<file path="src/rtl/encod_matriz_scan_if.sv">
// rtl/encod_matriz_scan_if.sv - matrix lines in, encoded key result with valid/ack handshake out
interface encod_matriz_scan_if;
   logic [5:0] MLed_in;
   logic       ack;
   logic       valid;
   logic [2:0] code1;
   logic [2:0] code2;
   logic       err;

   modport master (
      output MLed_in,
      output ack,
      input  valid,
      input  code1,
      input  code2,
      input  err
   );

   modport slave (
      input  MLed_in,
      input  ack,
      output valid,
      output code1,
      output code2,
      output err
   );
endinterface

</file>
<file path="src/rtl/encod_matriz_scan.sv">
// rtl/encod_matriz_scan.sv - debounced matrix line scanner producing up to two key codes plus overflow flag
module encod_matriz_scan #(
   parameter int DEB_CYCLES = 4
) (
   input  logic                 clk,
   input  logic                 rst_n,
   encod_matriz_scan_if.slave   bus
);

   localparam logic [7:0] DEB_LAST = 8'(DEB_CYCLES - 1);
   localparam logic [5:0] ALL_HIGH = 6'b111111;

   typedef enum logic [2:0] {
      S_IDLE,
      S_DEB,
      S_SCAN,
      S_PRESENT,
      S_RELEASE
   } state_t;

   state_t     state_q, state_d;
   logic [5:0] sync1_q, sync2_q;
   logic [5:0] snap_q, snap_d;
   logic [7:0] cnt_q, cnt_d;
   logic [2:0] idx_q, idx_d;
   logic [2:0] code1_q, code1_d;
   logic [2:0] code2_q, code2_d;
   logic       err_q, err_d;

   // Line index to key code; 000 and 010 are never a line code, so 000 marks "empty".
   function automatic logic [2:0] line_code(input logic [2:0] idx);
      case (idx)
         3'd0:    line_code = 3'b001;
         3'd1:    line_code = 3'b011;
         3'd2:    line_code = 3'b100;
         3'd3:    line_code = 3'b101;
         3'd4:    line_code = 3'b110;
         3'd5:    line_code = 3'b111;
         default: line_code = 3'b000;
      endcase
   endfunction

   // Two-flop synchronizer; idles high so reset looks like "no key pressed".
   always_ff @(posedge clk) begin
      if (!rst_n) begin
         sync1_q <= ALL_HIGH;
         sync2_q <= ALL_HIGH;
      end else begin
         sync1_q <= bus.MLed_in;
         sync2_q <= sync1_q;
      end
   end

   // State and datapath registers.
   always_ff @(posedge clk) begin
      if (!rst_n) begin
         state_q <= S_IDLE;
         snap_q  <= ALL_HIGH;
         cnt_q   <= 8'd0;
         idx_q   <= 3'd0;
         code1_q <= 3'b000;
         code2_q <= 3'b000;
         err_q   <= 1'b0;
      end else begin
         state_q <= state_d;
         snap_q  <= snap_d;
         cnt_q   <= cnt_d;
         idx_q   <= idx_d;
         code1_q <= code1_d;
         code2_q <= code2_d;
         err_q   <= err_d;
      end
   end

   // Next-state logic: debounce, serial scan of the snapshot, present/handshake, release wait.
   always_comb begin
      logic [2:0] c1, c2;
      logic       e;
      state_d = state_q;
      snap_d  = snap_q;
      cnt_d   = cnt_q;
      idx_d   = idx_q;
      code1_d = code1_q;
      code2_d = code2_q;
      err_d   = err_q;
      c1      = code1_q;
      c2      = code2_q;
      e       = err_q;

      case (state_q)
         S_IDLE: begin
            if (sync2_q != ALL_HIGH) begin
               snap_d  = sync2_q;
               cnt_d   = 8'd0;
               state_d = S_DEB;
            end
         end

         S_DEB: begin
            if (sync2_q == ALL_HIGH) begin
               state_d = S_IDLE;
            end else if (sync2_q != snap_q) begin
               snap_d = sync2_q;
               cnt_d  = 8'd0;
            end else if (cnt_q == DEB_LAST) begin
               idx_d   = 3'd0;
               state_d = S_SCAN;
            end else begin
               cnt_d = cnt_q + 8'd1;
            end
         end

         S_SCAN: begin
            // First scan cycle starts from a cleared result; an empty code slot means "not yet filled".
            if (idx_q == 3'd0) begin
               c1 = 3'b000;
               c2 = 3'b000;
               e  = 1'b0;
            end
            if (!snap_q[idx_q]) begin
               if (c1 == 3'b000)      c1 = line_code(idx_q);
               else if (c2 == 3'b000) c2 = line_code(idx_q);
               else                   e  = 1'b1;
            end
            code1_d = c1;
            code2_d = c2;
            err_d   = e;
            if (idx_q == 3'd5) begin
               state_d = S_PRESENT;
            end else begin
               idx_d = idx_q + 3'd1;
            end
         end

         S_PRESENT: begin
            if (bus.ack) begin
               cnt_d   = 8'd0;
               state_d = S_RELEASE;
            end
         end

         S_RELEASE: begin
            if (sync2_q != ALL_HIGH) begin
               cnt_d = 8'd0;
            end else if (cnt_q == DEB_LAST) begin
               cnt_d   = 8'd0;
               state_d = S_IDLE;
            end else begin
               cnt_d = cnt_q + 8'd1;
            end
         end

         default: state_d = S_IDLE;
      endcase
   end

   assign bus.valid = (state_q == S_PRESENT);
   assign bus.code1 = code1_q;
   assign bus.code2 = code2_q;
   assign bus.err   = err_q;

endmodule

</file>
<file path="src/flat_wrapper.sv">
// flat-port wrapper written by rule: the top's interface ports become plain ports
module encod_matriz_scan_flat 
#(
   parameter int DEB_CYCLES = 4
)
  (clk, rst_n, bus_MLed_in, bus_ack, bus_valid, bus_code1, bus_code2, bus_err);
  encod_matriz_scan_if bus_i ();
  input  logic clk;
  input  logic rst_n;
  input wire logic [$bits(bus_i.MLed_in)-1:0] bus_MLed_in;
  input wire logic [$bits(bus_i.ack)-1:0] bus_ack;
  output wire logic [$bits(bus_i.valid)-1:0] bus_valid;
  output wire logic [$bits(bus_i.code1)-1:0] bus_code1;
  output wire logic [$bits(bus_i.code2)-1:0] bus_code2;
  output wire logic [$bits(bus_i.err)-1:0] bus_err;
  assign bus_i.MLed_in = bus_MLed_in;
  assign bus_i.ack = bus_ack;
  assign bus_valid = bus_i.valid;
  assign bus_code1 = bus_i.code1;
  assign bus_code2 = bus_i.code2;
  assign bus_err = bus_i.err;
  encod_matriz_scan #(.DEB_CYCLES(DEB_CYCLES)) u_core (.clk(clk), .rst_n(rst_n), .bus(bus_i));
endmodule
</file>
<file path="config.mk">
export PLATFORM = sky130hd
export DESIGN_NAME = encod_matriz_scan_flat
export DESIGN_NICKNAME = d
export VERILOG_FILES = /design/src/rtl/encod_matriz_scan_if.sv /design/src/rtl/encod_matriz_scan.sv /design/src/flat_wrapper.sv
export SDC_FILE = /design/constraint.sdc
export NUM_CORES = 1
export LEC_CHECK = 0
export BUFFER_PORTS_ARGS = -buffer_cell sky130_fd_sc_hd__buf_2
export CORE_UTILIZATION = 55
export CTS_CLUSTER_DIAMETER = 150
export DETAILED_ROUTE_END_ITERATION = 12
export PLACE_DENSITY = 0.74
export SKIP_CTS_REPAIR_TIMING = 1
export SLEW_MARGIN = 20
export SYNTH_ARGS = -nofsm -noshare
export SYNTH_HDL_FRONTEND = slang
export SYNTH_SLANG_ARGS = --single-unit
</file>
<file path="constraint.sdc">
create_clock -name clk -period 2.3 [get_ports clk]
set_input_delay 0.115 -clock clk [delete_from_list [all_inputs] [get_ports clk]]
set_output_delay 0.115 -clock clk [all_outputs]
set_load 0.03 [all_outputs]
</file>
# After elaboration in Yosys (flattened, before gate mapping)
# Index checks and enable logic that the tools add are counted.
# op_classes
n_lt_le_gt_ge	1
n_mux	41
n_reduce_logical	11
n_addsub	2
n_eq_ne	26
# op_table
operator	n
$mux 3	20
$mux 8	7
$pmux 8 s4	1
$mux 6	3
$pmux 3 s6	1
$pmux 3 s5	1
$eq 3x2->1 const B	4
$logic_not 3->1	4
$pmux 6 s2	1
$ne 2x1->1 const B	5
$ne 2x2->1 const B	5
$reduce_and 5->1	2
$eq 3x3->1 const B	3
$add 8x1->8 const B	1
$eq 8x2->1 const B	1
$reduce_and 7->1	1
$eq 3x1->1 const B	2
$eq 6x6->1 const B	1
$ne 3x2->1 const B	2
$ne 6x6->1	1
$ne 6x6->1 const B	1
$pmux 3 s2	1
$mux 1	5
$lt 3x4->1 const B	1
6 further kinds	7
# word_totals
input_bits	9
ff_bits	39
output_inout_bits	8
wordCells	90

# Depth between registers and ports, before layout
# logic_depth
depth_word	7
mapped_depth	8
mapped_depth_nobuf	7

# Worst setup path before layout
# No wires, ideal clock.
# synth_path
kind	register to register
from	reg u_core.cnt_q[0]
to	reg u_core.cnt_q[6]
path_slack_ns	0.300
required_time_ns	2.179
stages_incl_launch_ff	9
synth_period_minus_slack_ns	2.000
path_buffers	1
arrival_time_ns	1.879
setup_ns	0.121
cell_sequence	dfxtp_1 -> ha_1 -> nor4b_2 -> nand2_1 -> or3_1 -> a31oi_1 -> buf_4 -> nand2b_2 -> o22ai_1
# synth_between
elab_chain_cells	5
elab_cells_between_ends	10
classes_between	add/sub (1); eq/ne (2); mux (6); reduce/logical (1)
# synth_lines
element	line_no	source
start, declared	encod_matriz_scan.sv:24	logic [7:0] cnt_q, cnt_d;
start signal, assigned	encod_matriz_scan.sv:67	cnt_q <= cnt_d;
$add 8x1->8	encod_matriz_scan.sv:109, encod_matriz_scan.sv:149	
$mux 8	encod_matriz_scan.sv:105	end else if (cnt_q == DEB_LAST) begin
$mux 8	encod_matriz_scan.sv:102	end else if (sync2_q != snap_q) begin
$mux 8	encod_matriz_scan.sv:100	if (sync2_q == ALL_HIGH) begin
$pmux 8 s4	encod_matriz_scan.sv:90	case (state_q)
# Several ways; a longest one is shown, not always the timed one. The select of a mux whose other input is x is not followed.
# A chain may end at the register's enable or synchronous reset.

# Final worst setup path
# layout_path
from	reg u_core.cnt_q[0]
to	reg u_core.idx_q[0]
# layout_between
elab_chain_cells	3
# layout_lines
element	line_no	source
$eq 8x2->1	encod_matriz_scan.sv:105	
$ne 2x1->1 (no source line)	n/a	
$reduce_and 5->1 (no source line)	n/a	
end signal, assigned	encod_matriz_scan.sv:68	idx_q <= idx_d;
end, declared	encod_matriz_scan.sv:25	logic [2:0] idx_q, idx_d;
# No other way between the ends.

==> impl_metrics.env <==
export IMPL_outcome="completed"
export IMPL_p_sw_uw=592
export IMPL_cts_tree="built"
export IMPL_die_height_um=61.5
export IMPL_finalHoldViolations=0
export IMPL_grt_overflow=0
export IMPL_fmax_ghz=0.463
export IMPL_critPathMaxStageDelay_ns=0.44
export IMPL_worstPathCellList="ha_1, nor4b_2, nand2_1, or3_1, o21ba_2, nor2_1, mux2i_1"
export IMPL_ys_seq_area_share_pct=40.1
export IMPL_yosysTopAreaCellShare_pct=40.1
export IMPL_synthAdderAreaFrac_pct=3.85
export IMPL_placed_area_mm2=0.00211
export IMPL_finalCritPeriodShare_pct=94.0
export IMPL_start_kind="register"
export IMPL_ys_top_cells_by_count="39 x dfxtp_1, 30 x nand2_1, 13 x nand2b_1, 11 x nand3_1"
export IMPL_yosysTopAreaCell="dfxtp_1"
export IMPL_synth_top_family_by_area="simple AND/OR/NAND/NOR gates"
export IMPL_cts_clk_slew_worst_paths_ns=0.11
export IMPL_place_ws_ns=0.148
export IMPL_min_period_ns=2.16
export IMPL_synth_top_flop_cell="dfxtp_1"
export IMPL_finalSetupViolations=0
export IMPL_reg2reg_depth=7
export IMPL_synth_edf_count=0
export IMPL_hold_path_class="input port to register"
export IMPL_synthTopCellsByArea="dfxtp_1 40%, nand2_1 5.8%, mux2i_1 5.1%, nand2b_1 4.2%, ha_1 3.9%"
export IMPL_die_w_um=61.5
export IMPL_ys_warn_count=0
export IMPL_grt_max_degree=30
export IMPL_endpoint_kind="register"
export IMPL_htree_num_levels=2
export IMPL_pwr_share_seq_pct=42.9
export IMPL_required_ns=2.58
export IMPL_fin_area_mm2=0.00226
export IMPL_clkPwrFrac_pct=26.3
export IMPL_pwr_share_comb_pct=30.8
export IMPL_synthXorXnorAreaFrac_pct=2.70
export IMPL_synth_compound_area_share_pct=17.5
export IMPL_io_buffers=16
export IMPL_async_reset_ff_share_pct=0
export IMPL_rsz0062_at_grt="false"
export IMPL_muxShareOfSynthArea_pct=6.29
export IMPL_ios=17
export IMPL_syn_area_mm2=0.00195
export IMPL_synth_simple_area_share_pct=25.9
export IMPL_clk_latency_ns=0.34
export IMPL_antenna_found_initial=0
export IMPL_max_cap_violations=0
export IMPL_wire_per_inst_um=13.6
export IMPL_via_per_inst=5.71
export IMPL_report_final_slew_viol_count=0
export IMPL_grt_pass1_wl_um=6170
export IMPL_grt_pass1_vias=1359
export IMPL_p_per_area_mw_per_mm2=807
export IMPL_arrival_ns=2.44
export IMPL_finalClockSkew_ns=0.00727
export IMPL_hpwl_um=2890
export IMPL_n_antenna_cell=0
export IMPL_worst_path_max_fanout=5
export IMPL_num_rows=21
export IMPL_netlist_instances=217
export IMPL_areaGrowthSynthToFinish_pct=16.1
export IMPL_holdPathStages=3
export IMPL_cts_root_buf="clkbuf_4"
export IMPL_cts_num_sinks=39
export IMPL_vias=1667
export IMPL_layout_nets=260
export IMPL_crit_slowest_cell="or3_1"
export IMPL_tns_ns=0
export IMPL_drt_iter0_drc=121
export IMPL_p_leak_nw=0.892
export IMPL_avgSynthCellArea_um2=8.98
export IMPL_internal_power_mw=1.23
export IMPL_worst_pin_slew_ns=0.490
export IMPL_ys_ff_latch=39
export IMPL_ant_nets=0
export IMPL_grt_usage_pct=22.2
export IMPL_core_area_mm2=0.00336
export IMPL_clk_path_buf_depth=2
export IMPL_switching_share_pct=32.5
export IMPL_initial_core_util_pct=57.9
export IMPL_slew_headroom_pct=67.3
export IMPL_max_vdd_ir_drop_mv=0.471
export IMPL_critical_path_class="register to register"
export IMPL_fin_util_pct=67.3
export IMPL_wirelength_um=3970
export IMPL_drive_gt1_share_pct=18.3
export IMPL_drc=0
export IMPL_drt_first_pass_iters=4
export IMPL_dieArea_mm2=0.00378
export IMPL_ys_types=48
export IMPL_cts_made_buffers=5
export IMPL_yosysMostFrequentCell="dfxtp_1"
export IMPL_syn_nets=232
export IMPL_gp_congestion=0.972
export IMPL_worst_slack_ns=0.139
## final timing paths
check | start | endpoint | slack [ns]
max | u_core.cnt_q[0] | u_core.idx_q[0] | 0.14
min | bus_ack | u_core.state_q[2] | 0.09
max reg2reg | u_core.cnt_q[0] | u_core.idx_q[0] | 0.14
min reg2reg | u_core.sync1_q[0] | u_core.sync2_q[0] | 0.42
## logic make-up (layout without fill, tap and decap cells)
logic type	count (synthesis)	in the layout
muxes	11	11
buffers and inverters	17	46
DFF	39	39
and+or+nand+nor	92	92
adders and majority gates	6	6
AOI/OAI and AO/OA	46	46
xor gates and xnor gates	6	6
## routing by layer
metal | track usage, % | routed length, um | up-vias
li1 | - | - | 839
met1 | 28.4 | 1710 | 770
met2 | 34.6 | 1950 | 47
met3 | 6.09 | 192 | 11
met4 | 10.8 | 123 | 0
met5 | 0 | 0 | -
## worst max-delay path, delay by kind of cell, from the launching register on
kind	cells	cell delay [ns]
adder cells (fa/ha/maj)	1	0.19
multiplexers	1	0.23
AND/OR/NAND/NOR	4	1.04
flip-flops	1	0.40
AO/OA/AOI/OAI	1	0.23
## stage by stage
step           hold slack [ns]  power (mW)  cells
3_5_place_dp             0.298        1.34    278
3_3_place_gp             0.294        1.32    278
4_1_cts                -0.0717        1.81    286
2_1_floorplan            0.216        1.22    217
5_1_grt                 0.0816        1.93    292
6_report                0.0890        1.82    292
## sequential cells by signal (all words and copies together), names as in the netlist
register	count
u_core.bus.code1	3
u_core.bus.code2	3
u_core.bus.err	1
u_core.cnt_q	8
u_core.idx_q	3
u_core.snap_q	6
u_core.state_q	3
u_core.sync1_q	6
u_core.sync2_q	6
## power by group through the flow
stage / registers [mW] / logic, mW / clock network [mW]
2_1_floorplan: 0.750 / 0.466 / 0
3_3_place_gp: 0.791 / 0.526 / 0
3_5_place_dp: 0.794 / 0.542 / 0
4_1_cts: 0.780 / 0.544 / 0.488
5_1_grt: 0.790 / 0.618 / 0.523
6_report: 0.782 / 0.562 / 0.480
## cells in the final DEF (no fill, tap or decap), types with 7 or more instances in the layout
master,netlist,routed
buf_4,1,9
nand2_1,30,30
nand2b_1,13,13
nand3b_1,8,8
mux2i_1,10,10
inv_1,7,7
nand3_1,11,11
dfxtp_1,39,39
a21oi_1,10,10
buf_2,2,16
## cell type report
type | instances | area, um^2
well taps | 46 | 57.6
fillers | 287 | 1100
clock inverters | 2 | 35.0
repair buffers | 31 | 208
inverters | 7 | 26.3
flip-flops and latches | 39 | 781
multi-input cells | 161 | 1100
clock buffers | 6 | 51.3
Note: power is estimated with default switching activity, not from simulation.
